--- config.mk ---
export PLATFORM = sky130hd
export DESIGN_NAME = mux_bus_arbiter
export DESIGN_NICKNAME = d
export VERILOG_FILES = /design/src/rtl/mux_bus_arbiter.sv
export SDC_FILE = /design/constraint.sdc
export NUM_CORES = 1
export LEC_CHECK = 0
export CELL_PAD_IN_SITES_DETAIL_PLACEMENT = 1
export CELL_PAD_IN_SITES_GLOBAL_PLACEMENT = 1
export CORE_UTILIZATION = 27
export CTS_BUF_LIST = sky130_fd_sc_hd__clkbuf_4
export CTS_CLUSTER_SIZE = 8
export DETAILED_ROUTE_END_ITERATION = 12
export HOLD_SLACK_MARGIN = 0.12
export PLACE_DENSITY = 0.91
export SLEW_MARGIN = 30
export SYNTH_ARGS = -nofsm -noshare
export SYNTH_HDL_FRONTEND = slang
export SYNTH_SLANG_ARGS = --single-unit
export TNS_END_PERCENT = 10
--- constraint.sdc ---
create_clock -name CLK -period 2.2 [get_ports CLK]
set_input_delay 0.44 -clock CLK [delete_from_list [all_inputs] [get_ports CLK]]
set_output_delay 0.44 -clock CLK [all_outputs]
set_load 0.01 [all_outputs]
--- src/rtl/mux_bus_arbiter.sv ---
// Round-robin arbiter for two requesters sharing one registered output word.
// Grants are combinational; OUT/IR_CU/OUT_VALID/XFER_COUNT are registered.
module mux_bus_arbiter #(
  parameter int WIDTH   = 32,
  parameter int COUNT_W = 16
) (
  input  logic               CLK,
  input  logic               RST,
  input  logic               REQ1,
  input  logic [WIDTH-1:0]   IN1,
  output logic               GNT1,
  input  logic               REQ2,
  input  logic [WIDTH-1:0]   IN2,
  output logic               GNT2,
  output logic               IR_CU,
  output logic [WIDTH-1:0]   OUT,
  output logic               OUT_VALID,
  input  logic               OUT_READY,
  output logic [COUNT_W-1:0] XFER_COUNT
);

  typedef enum logic {EMPTY, FULL} state_t;

  typedef struct packed {
    logic             req;
    logic [WIDTH-1:0] data;
  } req_t;

  state_t state;
  logic   last;
  logic   slot_free;
  logic   xfer;
  req_t   rq1, rq2;

  assign rq1 = '{req: REQ1, data: IN1};
  assign rq2 = '{req: REQ2, data: IN2};

  assign OUT_VALID = (state == FULL);
  assign slot_free = !RST && ((state == EMPTY) || OUT_READY);
  assign xfer      = (state == FULL) && OUT_READY;

  // On a tie the side that did not win last time goes next; last=1 favours IN1.
  always_comb begin
    GNT1 = 1'b0;
    GNT2 = 1'b0;
    if (slot_free) begin
      GNT1 = rq1.req && (!rq2.req || last);
      GNT2 = rq2.req && (!rq1.req || !last);
    end
  end

  always_ff @(posedge CLK) begin
    if (RST) begin
      state      <= EMPTY;
      OUT        <= '0;
      IR_CU      <= 1'b0;
      last       <= 1'b1;
      XFER_COUNT <= '0;
    end else begin
      if (GNT1 || GNT2) begin
        OUT   <= GNT2 ? rq2.data : rq1.data;
        IR_CU <= GNT2;
        last  <= GNT2;
        state <= FULL;
      end else if (xfer) begin
        state <= EMPTY;
      end
      if (xfer) XFER_COUNT <= XFER_COUNT + 1'b1;
    end
  end

endmodule
==> run_results.csv, run 1 <==
group,metric,value,unit
run_status,outcome,"complete, no violations",
sta,final.period_utilization,94.5,%
placed_design,place_area,3510,um^2
logic_synthesis,synth_cells,277,
layout,fin_nets,462,
global_routing,grt_pass1_vias,2531,
flow_run,maxCapViolCount,0,
sta,rsz0062_at_grt,"no",
layout,layout_common_cells,"117 x clkdlybuf4s50_1, 70 x nand2_1, 51 x dfxtp_1",
setup_path,start_kind,"input port",
logic_synthesis,ys_async_sr_fraction,0,%
layout,final_area,3570,um^2
drt,routed_wl,7.24,mm
floorplan,coreArea,7850,um^2
sta,skew,0.00897,ns
logic_synthesis,synth_edf_count,0,
setup_path,crit_buf_inv,3,
clock_tree,root_buffer,"clkbuf_4",
clock_tree,clk_pin_slew_worst_paths,0.15,ns
global_routing,antenna_found_initial,0,
sta,setup_violations,0,
drt,drc,0,
clock_tree,clkLatencyLatePin,0.35,ns
layout,area_growth,61.2,%
clock_tree,cts_tree,"yes",
global_routing,overflow,0,
logic_synthesis,synth_nets,347,
drt,wl_per_cell,14.6,um
clock_tree,cts_setup_buffers,0,
pwr,leakagePower,1.25,nW
drt,via_per_inst,4.91,
floorplan,chipHeight,92.5,um
min_path,hold_class,"input port to flop",
setup_path,path_cells,"clkdlybuf4s50_1, nand2b_1, nand4b_1, clkinv_1, dlygate4sd2_1",
pwr,power.density,519,nW/um^2
drt,dr.pass1.iters,4,
global_routing,track_usage,17.1,%
logic_synthesis,synth.distinct_cells,31,
sta,period_minus_slack,2.08,ns
global_routing,grt_max_degree,66,
setup_path,end_kind,"primary output",
logic_synthesis,synth_area,2210,um^2
floorplan,initial_utilization,28.2,%
setup_path,cpLargestDelayFamily,"buffers and inverters",
clock_tree,clock_path_buffers,2,
sta,tightest_slew,0.630,ns
layout,drive_above_1_share,5.09,%
setup_path,slowest_delay,0.49,ns
placed_design,io_buffers,120,
setup_path,slowest_stage,"clkdlybuf4s50_1",
placed_design,dp_hpwl,5.26,mm
setup_path,worstPathRequired,1.76,ns
logic_synthesis,ys_warn_count,0,
sta,max_clock_freq,0.481,GHz
logic_synthesis,avgSynthCellArea,7.99,um^2
layout,fin_cells,495,
sta,fin_ws,0.122,ns
floorplan,ioPinCount,121,
clock_tree,cts_buffers,5,
sta,max_slew_margin,58.0,%
placed_design,placed_cells,487,
logic_synthesis,ys_seq_elements,51,
logic_synthesis,synth_ff_type,"dfxtp_1",
sta,fin_setup_tns,0,ns
floorplan,die_w,92.5,um
setup_path,crit_fanout,3,
layout,mostFrequentLayoutCell,"clkdlybuf4s50_1",
placed_design,gp_congestion,0.710,
clock_tree,cts.sinks,51,
setup_path,crit_arrival,1.64,ns
logic_synthesis,yosysSeqAreaShare,46.1,%
drt,num_vias,2430,
pwr,ir_drop,0.267,mV
floorplan,die_area,8560,um^2
global_routing,grt_pass1_wl,11.9,mm
sta,hold_viol,0,
floorplan,std_cell_rows,32,
layout,antenna_cells,0,
placed_design,place_ws,-0.141,ns
setup_path,critPathKind,"input port to primary output",
clock_tree,cts_htree_levels,2,
drt,drt_iter0_drc,49,
sta,drv_slew,0,
drt,antenna_left,0,
[final cells by class]
type	instances	area, um^2
Sequential cell	51	1020
Clock buffer	6	45.0
Multi-Input combinational cell	201	1090
Fill cell	947	4280
Tap cell	102	128
Inverter	6	22.5
Timing Repair Buffer	127	1250
Clock inverter	2	12.5
[report_power, final]
part / internal (mW) / switching, mW / total, mW / leakage [nW]
sequential: 0.978 / 0.0308 / 1.01 / 0.417
combinational: 0.241 / 0.169 / 0.409 / 0.805
clock: 0.137 / 0.299 / 0.435 / 0.0317
total: 1.36 / 0.498 / 1.85 / 1.25
[final timing paths]
kind	start	depth (start not counted)	slack [ns]	end
worst max register to register	XFER_COUNT[6]$_SDFFE_PP0P_	4	0.39	XFER_COUNT[15]$_SDFFE_PP0P_
worst min-delay path	RST	2	0.33	last$_SDFFE_PP1P_
worst max-delay path	OUT_READY	5	0.12	GNT1
worst min register to register	OUT[6]$_SDFFE_PP0P_	2	0.49	OUT[6]$_SDFFE_PP0P_
[synth_stat cells (3+ instances only)]
library cell	instances	area, um^2
o21ai_0	3	15.0
nor2_1	44	165
nand2_1	70	263
nor3_1	4	20.0
dfxtp_1	51	1020
a311oi_1	32	280
inv_1	5	18.8
nand2b_1	3	18.8
nand4_1	4	25.0
nor4_1	3	18.8
xnor2_1	5	43.8
nand3_1	6	30.0
a21oi_1	5	25.0
xor2_1	6	52.6
clkbuf_1	13	48.8
buf_2	4	20.0
[registers in the layout, summed over array words and instances, names as in the netlist]
register    count
XFER_COUNT     16
OUT_VALID       1
last            1
OUT            32
IR_CU           1
[logic make-up (layout without fill, tap and decap cells)]
group	count (synthesis)	in the layout	synth area share, %
adder cells (fa/ha/maj)	1	1	0.565
buffers and inverters	25	141	4.47
AND/OR/NAND/NOR	146	146	28.8
flip-flops	51	51	46.1
AO/OA/AOI/OAI	42	42	15.2
multiplexers	1	1	0.509
XOR/XNOR	11	11	4.35
[per-stage QoR]
step / hold slack [ns] / utilization, % / power, mW
floorplan: 0.449 / - / 1.17
global placement: 0.464 / 44.8 / 1.43
detailed placement: 0.465 / 44.8 / 1.44
CTS: 0.305 / 45.5 / 1.89
global route: 0.311 / 45.5 / 1.96
finish: 0.325 / 45.5 / 1.85
[metal layers]
metal,GRT usage (%),routed length (um),up-vias
met5,0,0,-
met4,3.65,57,0
met3,5.42,487,6
met2,29.8,3490,76
met1,20.4,3200,1158
li1,-,-,1190
[what timing repair did]
item / in CTS / in global routing
endpoints found under the setup margin: 2 / 0
hold buffers: 0 / 0
resized for setup: 2 / 0
[worst reg2reg max path: stages (launching register included)]
cell and delay [ns]:
dfxtp_1 0.48, nand4_2 0.16, or3_4 0.43, nor4_1 0.27
mux2_2 0.36
No activity file was read; power rests on OpenSTA's default activity.
==> run 2, diff against run 1 <==
CAP_MARGIN = 10   (was default)
==> results of run 2 <==
Same layout as run 1: the final DEF is identical, and so are final timing and power.
==> run 3, diff against run 2 <==
CTS_CLUSTER_SIZE = 12   (was 8)
==> results of run 3 <==
Same layout as run 1: the final DEF is identical, and so are final timing and power.
